$ cat src/rtl/mem_arbiter_if.sv
// Request/grant and memory-side signals of the two-port memory arbiter.
// slave is the arbiter's view; master is the view of the requesters plus the memory.
interface mem_arbiter_if #(
  parameter int ADDR_W = 5,
  parameter int DATA_W = 8
);
  logic              req0;
  logic              req1;
  logic              we0;
  logic              we1;
  logic [ADDR_W-1:0] addr0;
  logic [ADDR_W-1:0] addr1;
  logic [DATA_W-1:0] wdata0;
  logic [DATA_W-1:0] wdata1;
  logic              gnt0;
  logic              gnt1;
  logic              rvalid0;
  logic              rvalid1;
  logic [DATA_W-1:0] rdata;
  logic              mem_read;
  logic              mem_write;
  logic [ADDR_W-1:0] mem_addr;
  logic [DATA_W-1:0] mem_data_in;
  logic [DATA_W-1:0] mem_data_out;
  logic              busy;

  modport slave (
    input  req0, req1, we0, we1, addr0, addr1, wdata0, wdata1, mem_data_out,
    output gnt0, gnt1, rvalid0, rvalid1, rdata,
    output mem_read, mem_write, mem_addr, mem_data_in, busy
  );

  modport master (
    output req0, req1, we0, we1, addr0, addr1, wdata0, wdata1, mem_data_out,
    input  gnt0, gnt1, rvalid0, rvalid1, rdata,
    input  mem_read, mem_write, mem_addr, mem_data_in, busy
  );
endinterface

$ cat src/rtl/mem_arbiter.sv
// Round-robin arbiter sharing one synchronous 32x8 memory between two requesters.
// gnt+strobe one cycle after req is sampled in IDLE, rvalid one cycle later; requests are ignored until IDLE.
module mem_arbiter #(
  parameter int ADDR_W = 5,
  parameter int DATA_W = 8
) (
  input logic         clk,
  input logic         rst,
  mem_arbiter_if.slave bus
);
  typedef enum logic [1:0] {IDLE = 2'd0, CMD = 2'd1, RESP = 2'd2} state_t;

  state_t            state, state_nxt;
  logic              last, last_nxt;
  logic              owner, owner_nxt;
  logic              win;
  logic [1:0]        gnt, gnt_nxt;
  logic [1:0]        rvalid, rvalid_nxt;
  logic              rd, rd_nxt;
  logic              wr, wr_nxt;
  logic              busy;
  logic [ADDR_W-1:0] addr_q, addr_nxt;
  logic [DATA_W-1:0] wdata_q, wdata_nxt;

  // On a tie the requester that was not served last wins.
  always_comb begin
    win = 1'b0;
    if (bus.req0 && bus.req1) win = ~last;
    else if (bus.req1)        win = 1'b1;
  end

  always_comb begin
    state_nxt  = state;
    last_nxt   = last;
    owner_nxt  = owner;
    gnt_nxt    = 2'b00;
    rvalid_nxt = 2'b00;
    rd_nxt     = 1'b0;
    wr_nxt     = 1'b0;
    addr_nxt   = addr_q;
    wdata_nxt  = wdata_q;
    case (state)
      IDLE: begin
        if (bus.req0 || bus.req1) begin
          state_nxt    = CMD;
          last_nxt     = win;
          owner_nxt    = win;
          gnt_nxt[win] = 1'b1;
          if (win) begin
            addr_nxt  = bus.addr1;
            wdata_nxt = bus.wdata1;
            wr_nxt    = bus.we1;
            rd_nxt    = ~bus.we1;
          end else begin
            addr_nxt  = bus.addr0;
            wdata_nxt = bus.wdata0;
            wr_nxt    = bus.we0;
            rd_nxt    = ~bus.we0;
          end
        end
      end
      CMD: begin
        // Memory registers read data at the end of this cycle, so rvalid lines up with RESP.
        if (wr) begin
          state_nxt = IDLE;
        end else begin
          state_nxt         = RESP;
          rvalid_nxt[owner] = 1'b1;
        end
      end
      RESP:    state_nxt = IDLE;
      default: state_nxt = IDLE;
    endcase
  end

  always_ff @(posedge clk) begin
    if (rst) begin
      state   <= IDLE;
      last    <= 1'b1;
      owner   <= 1'b0;
      gnt     <= 2'b00;
      rvalid  <= 2'b00;
      rd      <= 1'b0;
      wr      <= 1'b0;
      busy    <= 1'b0;
      addr_q  <= '0;
      wdata_q <= '0;
    end else begin
      state   <= state_nxt;
      last    <= last_nxt;
      owner   <= owner_nxt;
      gnt     <= gnt_nxt;
      rvalid  <= rvalid_nxt;
      rd      <= rd_nxt;
      wr      <= wr_nxt;
      busy    <= (state_nxt != IDLE);
      addr_q  <= addr_nxt;
      wdata_q <= wdata_nxt;
    end
  end

  assign bus.gnt0        = gnt[0];
  assign bus.gnt1        = gnt[1];
  assign bus.rvalid0     = rvalid[0];
  assign bus.rvalid1     = rvalid[1];
  assign bus.rdata       = bus.mem_data_out;
  assign bus.mem_read    = rd;
  assign bus.mem_write   = wr;
  assign bus.mem_addr    = addr_q;
  assign bus.mem_data_in = wdata_q;
  assign bus.busy        = busy;
endmodule
$ cat src/flat_wrapper.sv
// flat-port wrapper written by rule: the top's interface ports become plain ports
module mem_arbiter_flat 
#(
  parameter int ADDR_W = 5,
  parameter int DATA_W = 8
)
  (clk, rst, bus_req0, bus_req1, bus_we0, bus_we1, bus_addr0, bus_addr1, bus_wdata0, bus_wdata1, bus_mem_data_out, bus_gnt0, bus_gnt1, bus_rvalid0, bus_rvalid1, bus_rdata, bus_mem_read, bus_mem_write, bus_mem_addr, bus_mem_data_in, bus_busy);
  mem_arbiter_if #(.ADDR_W(ADDR_W), .DATA_W(DATA_W)) bus_i ();
  input logic clk;
  input logic rst;
  input wire logic [$bits(bus_i.req0)-1:0] bus_req0;
  input wire logic [$bits(bus_i.req1)-1:0] bus_req1;
  input wire logic [$bits(bus_i.we0)-1:0] bus_we0;
  input wire logic [$bits(bus_i.we1)-1:0] bus_we1;
  input wire logic [$bits(bus_i.addr0)-1:0] bus_addr0;
  input wire logic [$bits(bus_i.addr1)-1:0] bus_addr1;
  input wire logic [$bits(bus_i.wdata0)-1:0] bus_wdata0;
  input wire logic [$bits(bus_i.wdata1)-1:0] bus_wdata1;
  input wire logic [$bits(bus_i.mem_data_out)-1:0] bus_mem_data_out;
  output wire logic [$bits(bus_i.gnt0)-1:0] bus_gnt0;
  output wire logic [$bits(bus_i.gnt1)-1:0] bus_gnt1;
  output wire logic [$bits(bus_i.rvalid0)-1:0] bus_rvalid0;
  output wire logic [$bits(bus_i.rvalid1)-1:0] bus_rvalid1;
  output wire logic [$bits(bus_i.rdata)-1:0] bus_rdata;
  output wire logic [$bits(bus_i.mem_read)-1:0] bus_mem_read;
  output wire logic [$bits(bus_i.mem_write)-1:0] bus_mem_write;
  output wire logic [$bits(bus_i.mem_addr)-1:0] bus_mem_addr;
  output wire logic [$bits(bus_i.mem_data_in)-1:0] bus_mem_data_in;
  output wire logic [$bits(bus_i.busy)-1:0] bus_busy;
  assign bus_i.req0 = bus_req0;
  assign bus_i.req1 = bus_req1;
  assign bus_i.we0 = bus_we0;
  assign bus_i.we1 = bus_we1;
  assign bus_i.addr0 = bus_addr0;
  assign bus_i.addr1 = bus_addr1;
  assign bus_i.wdata0 = bus_wdata0;
  assign bus_i.wdata1 = bus_wdata1;
  assign bus_i.mem_data_out = bus_mem_data_out;
  assign bus_gnt0 = bus_i.gnt0;
  assign bus_gnt1 = bus_i.gnt1;
  assign bus_rvalid0 = bus_i.rvalid0;
  assign bus_rvalid1 = bus_i.rvalid1;
  assign bus_rdata = bus_i.rdata;
  assign bus_mem_read = bus_i.mem_read;
  assign bus_mem_write = bus_i.mem_write;
  assign bus_mem_addr = bus_i.mem_addr;
  assign bus_mem_data_in = bus_i.mem_data_in;
  assign bus_busy = bus_i.busy;
  mem_arbiter #(.ADDR_W(ADDR_W), .DATA_W(DATA_W)) u_core (.clk(clk), .rst(rst), .bus(bus_i));
endmodule
$ cat config.mk
export PLATFORM = sky130hd
export DESIGN_NAME = mem_arbiter_flat
export DESIGN_NICKNAME = d
export VERILOG_FILES = /design/src/rtl/mem_arbiter_if.sv /design/src/rtl/mem_arbiter.sv /design/src/flat_wrapper.sv
export SDC_FILE = /design/constraint.sdc
export NUM_CORES = 1
export LEC_CHECK = 0
export ABC_AREA = 1
export CAP_MARGIN = 5
export CORE_ASPECT_RATIO = 1.2
export CORE_MARGIN = 4
export CORE_UTILIZATION = 55
export CTS_BUF_LIST = sky130_fd_sc_hd__clkbuf_4 sky130_fd_sc_hd__clkbuf_8
export DETAILED_ROUTE_END_ITERATION = 16
export DONT_BUFFER_PORTS = 1
export PLACE_DENSITY = 0.77
export SETUP_SLACK_MARGIN = 0.02
export SKIP_LAST_GASP = 1
export SLEW_MARGIN = 40
export SYNTH_ARGS = -nofsm -noshare
export SYNTH_HDL_FRONTEND = slang
export SYNTH_SLANG_ARGS = --single-unit
$ cat constraint.sdc
create_clock -name clk -period 1.6 [get_ports clk]
set_clock_uncertainty 0.05 [all_clocks]
set_input_delay 0.24 -clock clk [delete_from_list [all_inputs] [get_ports clk]]
set_output_delay 0.24 -clock clk [all_outputs]
set_load 0.01 [all_outputs]
==> out/metrics.yaml <==
outcome:
  run_status: "complete, no violations"
global_route:
  grt_pass1_vias: 913
  overflow: 0
  grt_first_pass_wirelength_um: 3795
  gr-usage-all-layers_pct: 16.52
  grt_max_degree: 30
  antenna_found_initial: 0
logic_synthesis:
  yosysTopAreaCell: "dfxtp_1"
  synthTopCellsByCount: "47 x nand2_1, 34 x nor2_1, 24 x dfxtp_1"
  yosys_warnings: 0
  ys_ff_latch: 24
  yosysSeqAreaShare_pct: 40.21
  syn-instance-count: 175
  synth_area_leaders: "dfxtp_1 40%, nand2_1 15%, nor2_1 11%, a21boi_0 8.2%, buf_4 6.9%"
  synthesis.area_per_instance_um2: 6.828
  syn_area_um2: 1195
  synth_fp_nets: 215
  synthDominantCellAreaShare_pct: 40.21
  synth.most_common_cell: "nand2_1"
  synth_edf_count: 0
  synth_flop_cell: "dfxtp_1"
  ys_types: 16
  async_flop_share_pct: 0
die:
  initial_utilization_pct: 57.67
  core_um2: 2072
  pin_count: 68
  core.rowCount: 18
  die_area_um2: 2985
  die_width_um: 50.55
  die_h_um: 59.06
drt:
  wirelength_um: 2425
  drt_drc_violations_left: 0
  wl_per_cell_um: 12.56
  ant_nets: 0
  vias: 970
  viasPerCell: 5.026
  drt_iter0_drc: 38
  first_pass_iters: 4
setup_path:
  worstSetupEndpointType: "flip-flop"
  cp_top_family: "simple AND/OR/NAND/NOR gates"
  cp_max_fo: 27
  critPathMaxStageDelay_ns: 0.34
  path_common_cell: "nand2_1"
  worstPathArrival_ns: 1.47
  cp_slowest_cell: "dfxtp_1"
  r2r_start: "u_core.last"
  crit_chain: "nand2_2, nand2_1, inv_1, nand2_1, nand2_1, nor2_1"
  worstPathBufferInverterCount: 1
  timing.critical_path.from: "u_core.last"
  start_kind: "flip-flop"
  worstPathRequired_ns: 1.76
  crit_type: "flip-flop to flip-flop"
layout:
  nNetsFinal: 205
  diodes: 0
  drive_gt1_share_pct: 4.294
  fillers: 224
  postLayoutCoreUtil_pct: 55.56
  area_growth_syn_to_layout_pct: -3.665
timing:
  finalWorstSetupSlack_ns: 0.2921
  fin_crit_ns: 1.308
  slew_viol_final: 0
  rsz0062_at_grt: "no"
  hold_viol_final: 0
  fin_tns_setup_ns: 0
  setup_viol: 0
  relSlewSlack_pct: 73.03
  fmax_mhz: 764.6
  worst_slew_pin_slew_ns: 0.4031
  fin_crit_sh_pct: 81.74
placed_design:
  pre_cts_ws_ns: 0.3178
  dpl.hpwl_um: 1803
  place_congestion: 0.7579
  port_buffers: 0
cts:
  cts_sinks: 24
  htree_levels: 1
  post_cts_resized: 0
  cts_made_buffers: 3
  cts_hold_buf: 0
  cts_setup_buffers: 0
  cts_buffer_depth: 2
  clk_latency_ns: 0.31
  cts.clk_slew.worst_paths_ns: 0.12
  cts_tree: "done"
  cts-root-buf: "clkbuf_4"
pwr:
  power.total_mw: 1.196
  vdd.ir_drop.worst_v: 0.0005098
  leakage_nw: 0.5666
  powerDensity_nw_per_um2: 1039
hold_path:
  hp-class: "primary input to flip-flop"
  min-delay-start: "bus_we0"
job:
  cap_violations: 0
-- kinds of logic after synthesis --
logic type             Yosys count  synth area share (%)
DFF                             24                 40.21
and+or+nand+nor                 98                 33.19
buffers and inverters           36                 15.60
AOI/OAI and AO/OA               17                 10.99
-- area by class of cell --
cell class | instances | area [um2] | share of cell area [%]
sequential | 24 | 480.5 | 41.74
clock buffer | 3 | 22.52 | 1.957
timing repair buffer | 1 | 7.507 | 0.6522
tap | 30 | 37.54 | 3.261
multi-input combinational | 115 | 528.0 | 45.87
inverter | 20 | 75.07 | 6.522
-- cells in the final DEF, fill, tap and decap left out, drive strengths merged --
| cell type | n |
|---|---|
| o211ai | 1 |
| a21boi | 13 |
| inv | 20 |
| a21oi | 1 |
| nand3 | 15 |
| clkbuf | 3 |
| buf | 1 |
| nand2 | 48 |
| o21ai | 2 |
| dfxtp | 24 |
| nor2 | 35 |
-- per-layer routing --
| layer | track usage (%) | part of all wire (%) | up-vias |
|---|---|---|---|
| li1 | - | - | 500 |
| met1 | 16.51 | 39 | 420 |
| met2 | 28.73 | 50 | 40 |
| met3 | 5.542 | 8.9 | 10 |
| met4 | 11.54 | 1.9 | 0 |
| met5 | 0 | 0 | - |
-- sequential cells by signal (all words and copies together) (netlist names), 2 cells and up --
signal,count
u_core.bus.mem_addr,5
u_core.bus.mem_data_in,8
u_core.rvalid,2
u_core.state,2
u_core.gnt,2
-- path summary, 6_finish.rpt --
check / endpoint / slack (ns) / depth (start not counted)
hold reg to reg: u_core.rvalid[1] / 0.40 / 2
setup reg to reg: u_core.bus.mem_read / 0.29 / 6
setup / recovery: u_core.bus.mem_read / 0.29 / 6
hold / removal: u_core.bus.mem_write / 0.06 / 2
-- power breakdown --
part           total (mW)  internal, mW  switching, mW  leakage [nW]
registers           0.718         0.658         0.0602         0.199
logic               0.217        0.0792          0.138         0.354
clock network       0.261        0.0879          0.173        0.0138
-- stage by stage --
| stage | hold WS, ns | std cells | cell area (um2) |
|---|---|---|---|
| after floorplan | 0.3548 | 175 | 1195 |
| after global placement | 0.3596 | 190 | 1129 |
| after detailed placement | 0.3824 | 190 | 1129 |
| after CTS | 0.05035 | 193 | 1151 |
| after global routing | 0.05120 | 193 | 1151 |
| final | 0.05626 | 193 | 1151 |
Note: power is estimated with default switching activity, not from simulation.
